<file path="src/rtl/mem_arb_pkg.sv">
// mem_arb_pkg - shared types for the fetch/data memory arbiter.
// Build option: MEM_ARB_FAIR_EN compiles in the fetch anti-starvation counter.
package mem_arb_pkg;

  localparam int DEF_ADDR_W = 32;
  localparam int DEF_DATA_W = 32;
  localparam int CNT_W      = 4;

  typedef enum logic [1:0] {
    IDLE  = 2'd0,
    ISSUE = 2'd1,
    WAIT  = 2'd2
  } state_t;

  typedef enum logic {
    OWN_I = 1'b0,
    OWN_D = 1'b1
  } owner_t;

endpackage

</file>
<file path="src/rtl/mem_arb_pick.sv">
// mem_arb_pick - owner selection from pending requests and starve count.
// Build option: MEM_ARB_FAIR_EN lets a starved fetch beat data.
module mem_arb_pick
  import mem_arb_pkg::*;
#(
  parameter int STARVE_MAX = 4
) (
  input  logic             i_req,
  input  logic             d_req,
  input  logic [CNT_W-1:0] starve,
  output logic             any,
  output owner_t           owner
);

  logic fetch_turn;

`ifdef MEM_ARB_FAIR_EN
  assign fetch_turn = i_req && (starve == CNT_W'(STARVE_MAX));
`else
  localparam int unused_max = STARVE_MAX;
  logic unused_starve;
  assign unused_starve = ^starve;
  assign fetch_turn    = 1'b0;
`endif

  assign any = i_req | d_req;

  // data first, unless fetch has waited through its quota
  always_comb begin
    owner = OWN_I;
    if (d_req && !fetch_turn) owner = OWN_D;
  end

endmodule

</file>
<file path="src/rtl/mem_arbiter.sv">
// mem_arbiter - shares one single-port memory between fetch and data.
// Build option: MEM_ARB_FAIR_EN enables the fetch anti-starvation counter.
module mem_arbiter
  import mem_arb_pkg::*;
#(
  parameter int ADDR_W     = DEF_ADDR_W,
  parameter int DATA_W     = DEF_DATA_W,
  parameter int STARVE_MAX = 4
) (
  input  logic              clk,
  input  logic              reset,
  input  logic              i_req,
  input  logic [ADDR_W-1:0] i_addr,
  output logic              i_gnt,
  output logic              i_rvalid,
  output logic [DATA_W-1:0] i_rdata,
  input  logic              d_req,
  input  logic              d_we,
  input  logic [ADDR_W-1:0] d_addr,
  input  logic [DATA_W-1:0] d_wdata,
  output logic              d_gnt,
  output logic              d_rvalid,
  output logic [DATA_W-1:0] d_rdata,
  output logic              m_req,
  output logic              m_we,
  output logic [ADDR_W-1:0] m_addr,
  output logic [DATA_W-1:0] m_wdata,
  input  logic              m_ready,
  input  logic              m_rvalid,
  input  logic [DATA_W-1:0] m_rdata,
  output logic              busy
);

  state_t           state;
  owner_t           owner;
  owner_t           pick;
  logic             any;
  logic [CNT_W-1:0] starve;
  logic             accept;
  logic             done;

  mem_arb_pick #(
    .STARVE_MAX(STARVE_MAX)
  ) u_pick (
    .i_req (i_req),
    .d_req (d_req),
    .starve(starve),
    .any   (any),
    .owner (pick)
  );

  assign accept = (state == ISSUE) && m_ready;
  assign done   = (state == WAIT) && m_rvalid;

  assign i_gnt    = accept && (owner == OWN_I);
  assign d_gnt    = accept && (owner == OWN_D);
  assign i_rvalid = done && (owner == OWN_I);
  assign d_rvalid = done && (owner == OWN_D);
  assign i_rdata  = i_rvalid ? m_rdata : '0;
  assign d_rdata  = d_rvalid ? m_rdata : '0;
  assign busy     = (state != IDLE);

  // transaction FSM; memory-side request fields are registered
  always_ff @(posedge clk) begin
    if (!reset) begin
      state   <= IDLE;
      owner   <= OWN_I;
      m_req   <= 1'b0;
      m_we    <= 1'b0;
      m_addr  <= '0;
      m_wdata <= '0;
    end else begin
      unique case (state)
        IDLE: begin
          if (any) begin
            state <= ISSUE;
            owner <= pick;
            m_req <= 1'b1;
            if (pick == OWN_D) begin
              m_we    <= d_we;
              m_addr  <= d_addr;
              m_wdata <= d_wdata;
            end else begin
              m_we    <= 1'b0;
              m_addr  <= i_addr;
              m_wdata <= '0;
            end
          end
        end
        ISSUE: begin
          if (m_ready) begin
            state <= WAIT;
            m_req <= 1'b0;
          end
        end
        WAIT: begin
          if (m_rvalid) state <= IDLE;
        end
        default: state <= IDLE;
      endcase
    end
  end

`ifdef MEM_ARB_FAIR_EN
  // counts data grants taken while fetch is left waiting
  always_ff @(posedge clk) begin
    if (!reset) begin
      starve <= '0;
    end else if (!i_req || i_gnt) begin
      starve <= '0;
    end else if (d_gnt && (starve != CNT_W'(STARVE_MAX))) begin
      starve <= starve + CNT_W'(1);
    end
  end
`else
  assign starve = '0;
`endif

endmodule
</file>
<file path="config.mk">
export PLATFORM = sky130hd
export DESIGN_NAME = mem_arbiter
export DESIGN_NICKNAME = d
export VERILOG_FILES = /design/src/rtl/mem_arb_pkg.sv /design/src/rtl/mem_arb_pick.sv /design/src/rtl/mem_arbiter.sv
export SDC_FILE = /design/constraint.sdc
export NUM_CORES = 1
export LEC_CHECK = 0
export BUFFER_PORTS_ARGS = -buffer_cell sky130_fd_sc_hd__buf_2
export CAP_MARGIN = 10
export CELL_PAD_IN_SITES_DETAIL_PLACEMENT = 1
export CELL_PAD_IN_SITES_GLOBAL_PLACEMENT = 1
export CORE_MARGIN = 2
export CORE_UTILIZATION = 26
export DETAILED_ROUTE_END_ITERATION = 16
export MAX_ROUTING_LAYER = met4
export PLACE_DENSITY_LB_ADDON = 0.1
export SLEW_MARGIN = 5
export SYNTH_ARGS = -nofsm -noshare
export SYNTH_HDL_FRONTEND = slang
export SYNTH_HIERARCHICAL = 1
export SYNTH_SLANG_ARGS = --single-unit
</file>
<file path="constraint.sdc">
create_clock -name clk -period 1.8 [get_ports clk]
set_clock_uncertainty 0.15 [all_clocks]
set_input_delay 0.09 -clock clk [delete_from_list [all_inputs] [get_ports clk]]
set_output_delay 0.09 -clock clk [all_outputs]
set_load 0.1 [all_outputs]
</file>
**Yosys cells after proc, flatten, opt, wreduce, memory -nomap -nowiden**

Index checks and enable logic that the tools add are counted.

- Logic and storage cells: 38
- Flip-flop bits (word level): 69
- Output and inout port bits: 135

- Bitwise gates (word level): 2
- Equality and inequality tests: 5
- Multiplexer cells: 13
- Reductions and logical operators: 12

Operators with widths:

| kind | count |
|---|---|
| $mux W32 | 4 |
| $logic_and A1 B1 Y1 | 6 |
| $mux W2 | 3 |
| $ne A2 B2 Y1 const B | 3 |
| $pmux W2 S3 | 1 |
| $reduce_and A3 Y1 | 2 |
| $mux W1 | 4 |
| $reduce_bool A2 Y1 | 2 |
| $eq A2 B1 Y1 const B | 1 |
| $eq A2 B2 Y1 const B | 1 |
| $logic_not A2 Y1 | 1 |
| $pmux W1 S2 | 1 |
| $reduce_and A2 Y1 | 1 |
| $not A1 Y1 | 1 |
| $or A1 B1 Y1 | 1 |

**Longest topological paths before layout**

Gate-level depths: netlist (run 1).

- Depth in word-level cells: 4
- Depth in mapped cells: 6

**By module**

Netlist (run 1), hierarchy kept.

Modules (own cells, without submodules):

| module | area each (µm²) | cells each | times used | sequential area each (µm²) |
|---|---|---|---|---|
| mem_arbiter | 3263.1 | 357 | 1 | 1381.3 |
| mem_arb_pick | 13.8 | 2 | 1 | 0.0 |

**Worst setup path after synthesis (run 1)**

No wires, ideal clock.

- Path type: reg-to-output
- From: register state[0]
- To: output d_rdata[22]
- Arrival time: 2.061 ns
- Path buffers: 2
- Slack: -0.501 ns
- Cell stages (with the launch flop): 5
- Path through: dfxtp_1 clkbuf_8 and4b_2 buf_2 and2_1

- Longest elaborated chain between the ends: 4

RTL lines:

| item | line | text |
|---|---|---|
| from (decl) | mem_arbiter.sv:34 | `state_t state;` |
| from (signal assigned) | mem_arbiter.sv:66 | `state <= IDLE;` |
| from (signal assigned) | mem_arbiter.sv:76 | `state <= ISSUE;` |
| from (signal assigned) | mem_arbiter.sv:92 | `state <= WAIT;` |
| $eq A2 B2 Y1 | mem_arbiter.sv:53 | `assign done = (state == WAIT) && m_rvalid;` |
| $logic_and A1 B1 Y1 | mem_arbiter.sv:53 |  |
| $logic_and A1 B1 Y1 | mem_arbiter.sv:58 | `assign d_rvalid = done && (owner == OWN_D);` |
| named net d_rvalid | mem_arbiter.sv:22 | `output logic d_rvalid,` |
| $mux W32 | mem_arbiter.sv:60 | `assign d_rdata = d_rvalid ? m_rdata : '0;` |
| to (decl) | mem_arbiter.sv:23 | `output logic [DATA_W-1:0] d_rdata,` |

The timed path passes the listed nets, and every way through them passes these cells.

**Worst setup path after layout (run 1)**

- From: register state[1]
- To: output i_rdata[1]

- Longest elaborated chain between the ends: 4

RTL lines:

| item | line | text |
|---|---|---|
| $eq A2 B2 Y1 | mem_arbiter.sv:53 |  |
| $logic_and A1 B1 Y1 | mem_arbiter.sv:53 |  |
| $logic_and A1 B1 Y1 | mem_arbiter.sv:57 | `assign i_rvalid = done && (owner == OWN_I);` |
| $mux W32 | mem_arbiter.sv:59 | `assign i_rdata = i_rvalid ? m_rdata : '0;` |
| to (decl) | mem_arbiter.sv:16 | `output logic [DATA_W-1:0] i_rdata,` |

Every way passes these cells.

==> results of run 1 <==
-- final cells by class --
cell class | instances | share of cell area [%]
inverter | 3 | 0.189
clock inverter | 2 | 0.480
sequential | 69 | 19.1
clock buffer | 12 | 3.38
tap | 168 | 2.88
multi-input combinational | 250 | 24.7
timing repair buffer | 387 | 49.3
-- cells in the final DEF (no fill, tap or decap), types with 2 or more instances in the layout --
master,instances
o21ai_0,34
and2_2,20
o2bb2ai_1,32
buf_2,200
nor2_1,2
and4b_4,2
mux2i_1,33
dlygate4sd3_1,99
dfxtp_1,66
clkbuf_1,2
clkbuf_16,10
and2_4,41
nand4_1,33
buf_12,73
dfxtp_4,2
and2_1,3
buf_4,12
nand2_1,37
inv_1,2
nor2_2,2
-- repair_timing --
action	CTS	global route
gates cloned	2	1
endpoints found under the hold margin	66	0
setup buffers	5	2
resized for setup	25	18
pin swaps	7	17
setup endpoints to repair	66	66
hold buffers	99	0
-- state kept, by name, indices dropped and copies added (netlist names) --
signal and flops:
m_wdata 32, m_we 1, m_addr 32, m_req 1, owner 1, state 2
-- worst max-delay path: stages, from the launching register on --
cell and delay [ns]:
dfxtp_4 0.35, inv_4 0.04, nor4b_4 0.28, buf_4 0.19
clkbuf_16 0.15, and2_4 0.15, buf_12 0.17
-- power by group through the flow --
stage	logic, mW	registers [mW]	clock network (mW)
after CTS	1.89	1.71	1.76
after detailed placement	1.68	1.74	0
final	1.93	1.72	1.71
after global placement	1.66	1.74	0
after global routing	2.01	1.73	1.83
after floorplan	0.440	2.53	0
-- per-stage QoR --
| stage | hold WS [ns] | TNS (ns) | setup slack [ns] | total power [mW] |
|---|---|---|---|---|
| 3_3_place_gp | 0.181 | 0 | 0.0806 | 3.39 |
| 2_1_floorplan | 0.0942 | -1.06 | -0.125 | 2.97 |
| 5_1_grt | 0.0443 | -8.90 | -0.191 | 5.57 |
| 3_5_place_dp | 0.192 | -0.132 | -0.0270 | 3.42 |
| 4_1_cts | 0.0287 | -4.51 | -0.123 | 5.36 |
| 6_report | 0.0381 | -3.53 | -0.0986 | 5.36 |
-- worst max-delay path by stage --
stage	startpoint	endpoint	slack [ns]	cells past startpoint
final	state[1]	i_rdata[1]	-0.1	6
after global routing	state[1]	i_rdata[1]	-0.19	6
after CTS	state[1]	i_rdata[13]	-0.12	5
after detailed placement	state[1]	d_rdata[16]	-0.03	3
after global placement	state[1]	d_rdata[19]	0.08	3
after floorplan	state[1]	i_rdata[23]	-0.13	4
-- metal layers --
metal | share of wire (%) | vias to the layer above
met1 | 36 | 1976
met2 | 55 | 180
li1 | - | 1987
met4 | 2.1 | 0
met5 | 0 | -
met3 | 6.7 | 28
==> run metrics, run 1 <==
filler cell count=1360; combinational share of power=36.0%; final wirelength=16700 µm; Horiz. Die Dim=116 µm; Final Setup Violations=65; die area=13500 µm²; cell count after placement=768; clock power share=32.0%; I/O Buffers=269; pin count of the biggest net entering global routing=53; worst reg2reg setup slack=0.18 ns; Finished Core Util=60.0%; Net Sw Power=2.05 mW; met2 Usage GRT=46.7%; r2r endpoint=m_addr[11]; Root Buffer=clkbuf_16; GR Layer Usage met1=24.6%; Crit Path Category=reg -> out; DRT Pass-1 Iters=4; latest clock arrival within the worst-skew pair=0.32 ns; Vias=4171; violated checks=setup timing; CTS Buf Count=9; status=finished with violations; endpoints failing hold=0; RSZ-0062 raised after global routing=yes; vias in the first global route=4419; Initial Util=26.9%; Layout Cells excl Fill=891; maximum net fanout on the critical path=8; fin nets=855; first-pass GRT wire length=24400 µm; max_cap viols=0; Syn-to-layout area delta=123%; CTS tree=done; Slew Limit Fails=0; gpl congestion=0.741; Slew HR=65.5%; Storage cell area=1390 µm²; clock tree buffer depth=2; area of the multi-input gates=1800 µm²; Hold Crit Class=in -> reg; Mapped Area=3270 µm²; busiest grt layer=met2; DP HPWL=10400 µm; Pleak=3.35 nW; Max H-tree Level=3; Peak VDD IR=0.000478 V; clk sinks=69; Mapped Nets=493; I/O pin cnt=270; post-route design area=7290 µm²; post-route setup slack=-0.0986 ns; Avg Cell Area, Syn=9.14 µm²; initial antenna violation count=0; reg2reg start=state[0]; CP Capture Type=output pin; startpoint types=flop; drt via density=4.68; met3 usage=6.18%; per-cell routed wire length=18.7 µm; Final ANT Viol Nets=0; crit path time final=1.90 ns; dpl cell area=5860 µm²; global route overflow=0; internal power=3.31 mW; Post-route DRC=0; Period Utilization, post-route=105%; antenna diode count=0; Die Height=116 µm; hold path cells=4; Worst-path clk slew=0.05 ns; Hold Crit Start=m_rvalid; Hold Path Sink=state[1]; Reg power frac=32.0%; DR iter-0 viols=155; worst r2r path cells=5; crit path DAT=1.66 ns; Core Rows=40; total global-route track usage=24.5%; Fmax=527 MHz; synthesized instance count=358; critical path data required time=1.56 ns; Worst Max-Slew Pin Slew=0.521 ns; share of layout cells above drive strength 1=51.6%; Syn. warnings=6; core area=12200 µm²; switching share of power=38.2%; power density over cell area=735 nW/µm²
(Power assumes the default switching activity.)
==> inputs of run 2 (changes only) <==
--- a/config.mk
+++ b/config.mk
@@ -6,10 +6,9 @@
 export NUM_CORES = 1
 export LEC_CHECK = 0
 export BUFFER_PORTS_ARGS = -buffer_cell sky130_fd_sc_hd__buf_2
-export CAP_MARGIN = 10
+export CAP_MARGIN = 20
 export CELL_PAD_IN_SITES_DETAIL_PLACEMENT = 1
 export CELL_PAD_IN_SITES_GLOBAL_PLACEMENT = 1
-export CORE_MARGIN = 2
 export CORE_UTILIZATION = 26
 export DETAILED_ROUTE_END_ITERATION = 16
 export MAX_ROUTING_LAYER = met4
==> run 2 against run 1 <==
Compared with the run above:
- die area is 3.4% lower
- via count shrank 1.3%
- flip-flop and latch count is the same
- critical path depth is 1 lower
- clock power shrank 8%
- largest power group unchanged
- register-to-register slack got worse by 0.09 ns
- wire length fell by 5.4%
- the flow still finishes with violations (setup timing)
- cell count rose by 0.45%
==> run metrics, run 2 (synthesized netlist as in run 1, its figures left out) <==
Vias=4118 (was 4171); post-route setup slack=-0.0622 ns (was -0.0986 ns); Slew Limit Fails=0 (unchanged); Hold Crit Class=in -> reg (unchanged); cell count after placement=767 (was 768); peak per-stage delay on the critical path=0.36 ns (was 0.35 ns); Core Rows=40 (unchanged); Finished Core Util=60.2% (was 60.0%); Worst-path clk slew=0.05 ns (about the same); latest clock arrival within the worst-skew pair=0.32 ns (about the same); I/O pin cnt=270 (unchanged); Die Height=114 µm (was 116 µm); Pleak=3.35 nW (about the same); status=finished with violations (unchanged); commonest non-fill, non-tap cell in the layout=buf_2 (unchanged); Period Utilization, post-route=103% (was 105%); gpl congestion=0.768 (was 0.741); Post-route DRC=0 (unchanged); Final Setup Violations=49 (was 65); Syn-to-layout area delta=124% (was 123%); Slew HR=65.8% (was 65.5%); per-cell routed wire length=17.6 µm (was 18.7 µm); Horiz. Die Dim=114 µm (was 116 µm); DP HPWL=10200 µm (was 10400 µm); clk sinks=69 (unchanged); initial antenna violation count=1 (was 0); pin count of the biggest net entering global routing=67 (was 53); Layout Cells excl Fill=895 (was 891); most frequent cells in the layout=201 x buf_2, 100 x dlygate4sd3_1, 72 x buf_12 (was 200 x buf_2, 99 x dlygate4sd3_1, 73 x buf_12); CP Cell Sequence=and4b_2, buf_6, buf_12, and2_4, buf_12 (was inv_4, nor4b_4, buf_4, clkbuf_16, and2_4, buf_12); vias in the first global route=4379 (was 4419); endpoints failing hold=0 (unchanged); Regs by FF count=m_addr: 32 flops, m_wdata: 32 flops, state: 2 flops (unchanged); RSZ-0062 raised after global routing=yes (unchanged); I/O Buffers=269 (unchanged); fin nets=856 (was 855); CP Capture Type=output pin (unchanged); die area=13000 µm² (was 13500 µm²); DRT Pass-1 Iters=4 (unchanged); clock tree buffer depth=2 (unchanged); critical path data required time=1.56 ns (about the same); power density over cell area=711 nW/µm² (was 735 nW/µm²); Peak VDD IR=0.000449 V (was 0.000478 V); Root Buffer=clkbuf_16 (unchanged); maximum net fanout on the critical path=9 (was 8); core area=12200 µm² (unchanged); share of layout cells above drive strength 1=52.1% (was 51.6%); startpoint types=flop (unchanged); final wirelength=15800 µm (was 16700 µm); Worst Max-Slew Pin Slew=0.517 ns (was 0.521 ns); violated checks=setup timing (unchanged); total global-route track usage=24.3% (was 24.5%); global route overflow=0 (unchanged); Fmax=537 MHz (was 527 MHz); crit path time final=1.86 ns (was 1.90 ns); CP delay by family, top=simple AND/OR/NAND/NOR gates (was buffers and inverters); DR iter-0 viols=92 (was 155); Most Frequent Cell on Critical Path=buf_12; crit path DAT=1.62 ns (was 1.66 ns); CTS tree=done (unchanged); Max H-tree Level=3 (unchanged); max_cap viols=0 (unchanged); Initial Util=26.9% (unchanged); CTS Buf Count=9 (unchanged); drt via density=4.60 (was 4.68); critical path buffer and inverter count=3 (was 4); Setup WS pre-CTS=0.115 ns (was -0.0270 ns); Final ANT Viol Nets=0 (unchanged); first-pass GRT wire length=23500 µm (was 24400 µm); Crit Path Category=reg -> out (unchanged); Slowest cell on crit path=and4b_2 (was dfxtp_4); filler cell count=1367 (was 1360)
run 2: worst register-to-register path, delay by kind of cell, from the launching register on:
family	cells	cell delay (ns)
buf+inv	4	0.66
simple gates	2	0.26
flops	1	0.34
compound gates	1	0.21
run 2: area by class of cell:
class                      instances  area, µm²  area share [%]
timing repair buffer             389       3660            49.9
multi-input combinational        249       1790            24.4
sequential                        69       1390            19.0
clock buffer                      12        236            3.23
tap                              168        210            2.87
clock inverter                     4       25.0           0.342
inverter                           3       11.3           0.154
antenna                            1       2.50          0.0342
run 2: worst paths after layout:
path	from	to	slack [ns]	cells past startpoint
max reg2reg	state[0]	m_addr[4]	0.09	7
max	state[0]	d_rdata[19]	-0.06	5
min	i_req	state[0]	0.08	4
min reg2reg	m_wdata[25]	m_wdata[25]	0.31	2
run 2: what timing repair did:
item	4_1_cts	5_1_grt
endpoints found under the setup margin	65	120
cloned	2	2
pin swaps	18	9
hold buffers	100	0
gates resized for setup	27	14
buffers inserted	4	3
endpoints found under the hold margin	68	0
run 2: per-stage QoR:
| step | total power [mW] | hold slack [ns] | cell area (µm²) | TNS [ns] |
|---|---|---|---|---|
| floorplan | 2.97 | 0.0942 | 3350 | -1.06 |
| global placement | 3.37 | 0.180 | 5850 | 0 |
| detailed placement | 3.40 | 0.192 | 5850 | 0 |
| CTS | 5.18 | 0.0896 | 7240 | -3.69 |
| global route | 5.40 | 0.191 | 7330 | -5.27 |
| finish | 5.21 | 0.0803 | 7330 | -2.39 |
run 2: metal layers:
metal  track usage [%]  vias to the layer above  wire length [µm]
li1                  -                     1990                 -
met1              23.9                     1938              5690
met2              46.6                      167              8830
met3              5.29                       23               916
met4              8.40                        0               329
met5                 -                        -                 0
run 2: report_power, final:
part | leakage, nW | switching (mW) | internal (mW)
combinational | 2.66 | 1.35 | 0.575
sequential | 0.568 | 0.0683 | 1.64
clock | 0.123 | 0.641 | 0.929
total | 3.35 | 2.06 | 3.15
==> inputs of run 3 (changes only) <==
--- a/config.mk
+++ b/config.mk
@@ -5,15 +5,16 @@
 export SDC_FILE = /design/constraint.sdc
 export NUM_CORES = 1
 export LEC_CHECK = 0
-export BUFFER_PORTS_ARGS = -buffer_cell sky130_fd_sc_hd__buf_2
 export CAP_MARGIN = 20
 export CELL_PAD_IN_SITES_DETAIL_PLACEMENT = 1
 export CELL_PAD_IN_SITES_GLOBAL_PLACEMENT = 1
-export CORE_UTILIZATION = 26
+export CORE_AREA = 2 2 106 108
 export DETAILED_ROUTE_END_ITERATION = 16
+export DIE_AREA = 0 0 108 110
+export DONT_BUFFER_PORTS = 1
 export MAX_ROUTING_LAYER = met4
 export PLACE_DENSITY_LB_ADDON = 0.1
-export SLEW_MARGIN = 5
+export SLEW_MARGIN = 10
 export SYNTH_ARGS = -nofsm -noshare
 export SYNTH_HDL_FRONTEND = slang
 export SYNTH_HIERARCHICAL = 1
==> constraint.sdc (replaced) <==
create_clock -name clk -period 1.8 [get_ports clk]
set_clock_uncertainty 0.15 [all_clocks]
set_input_delay 0.09 -clock clk [delete_from_list [all_inputs] [get_ports clk]]
set_output_delay 0.09 -clock clk [all_outputs]
set_load 0.005 [all_outputs]
==> run 3 against run 2 <==
Compared with the run above:
- the flow now stops in 4_1_cts
- synthesized area is the same
- synthesized cell count is the same
==> run metrics, run 3 <==
Die Height=110 µm (was 114 µm); Mapped Nets=493 (unchanged); Avg Cell Area, Syn=9.14 µm² (unchanged); DP HPWL=7220 µm (was 10200 µm); tool error=[ERROR RSZ-0060] Max buffer count reached.; synthesized instance count=358 (unchanged); Syn. warnings=6 (unchanged); Failed at=4_1_cts; gpl congestion=0.732 (was 0.768); Max H-tree Level=3 (unchanged); Initial Util=30.6% (was 26.9%); status=stopped before the end (was finished with violations); Mapped Area=3270 µm² (unchanged); clk sinks=69 (unchanged); clock tree buffer depth=2 (unchanged); Root Buffer=clkbuf_8 (was clkbuf_16); I/O pin cnt=270 (unchanged); Horiz. Die Dim=108 µm (was 114 µm); Core Rows=38 (was 40); cells resized by post-CTS repair=3 (was 27); hold_buf cts=102 (was 100); Setup Buffers After CTS=0 (was 4); CTS Buf Count=9 (unchanged); I/O Buffers=0 (was 269)
==> run 3: stage by stage <==
step	instances	setup slack, ns	area [µm²]
3_3_place_gp	468	0.287	3290
2_1_floorplan	358	0.365	3270
3_5_place_dp	468	0.197	3290
==> inputs of run 4 (changes only) <==
--- a/config.mk
+++ b/config.mk
@@ -6,14 +6,10 @@
 export NUM_CORES = 1
 export LEC_CHECK = 0
 export CAP_MARGIN = 20
-export CELL_PAD_IN_SITES_DETAIL_PLACEMENT = 1
-export CELL_PAD_IN_SITES_GLOBAL_PLACEMENT = 1
-export CORE_AREA = 2 2 106 108
+export CORE_UTILIZATION = 30
 export DETAILED_ROUTE_END_ITERATION = 16
-export DIE_AREA = 0 0 108 110
 export DONT_BUFFER_PORTS = 1
-export MAX_ROUTING_LAYER = met4
-export PLACE_DENSITY_LB_ADDON = 0.1
+export PLACE_DENSITY_LB_ADDON = 0.15
 export SLEW_MARGIN = 10
 export SYNTH_ARGS = -nofsm -noshare
 export SYNTH_HDL_FRONTEND = slang
==> run 4 against run 3 <==
Compared with the run above:
- the flow again stops in 4_1_cts
- synthesized area unchanged
- synthesized cell count unchanged
==> run metrics, run 4 <==
I/O pin cnt=270 (unchanged); Avg Cell Area, Syn=9.14 µm² (unchanged); CTS Buf Count=9 (unchanged); gpl congestion=0.672 (was 0.732); Failed at=4_1_cts (unchanged); synthesized instance count=358 (unchanged); status=stopped before the end (unchanged); Max H-tree Level=3 (unchanged); Setup Buffers After CTS=0 (unchanged); Core Rows=37 (was 38); DP HPWL=6910 µm (was 7220 µm); Initial Util=31.3% (was 30.6%); Mapped Area=3270 µm² (unchanged); I/O Buffers=0 (unchanged); Root Buffer=clkbuf_8 (unchanged); Horiz. Die Dim=106 µm (was 108 µm); Setup WS pre-CTS=0.305 ns (was 0.197 ns); Syn. warnings=6 (unchanged); Mapped Nets=493 (unchanged); hold_buf cts=101 (was 102); cells resized by post-CTS repair=3 (unchanged); tool error=[ERROR RSZ-0060] Max buffer count reached. (unchanged); Die Height=106 µm (was 110 µm); clk sinks=69 (unchanged); clock tree buffer depth=2 (unchanged)
## run 4: per-stage QoR
step,util (%),hold WS (ns),cell area (µm²),std cells
floorplan,-,0.0942,3270,358
global placement,31.5,0.0874,3290,463
detailed placement,31.5,0.0915,3290,463
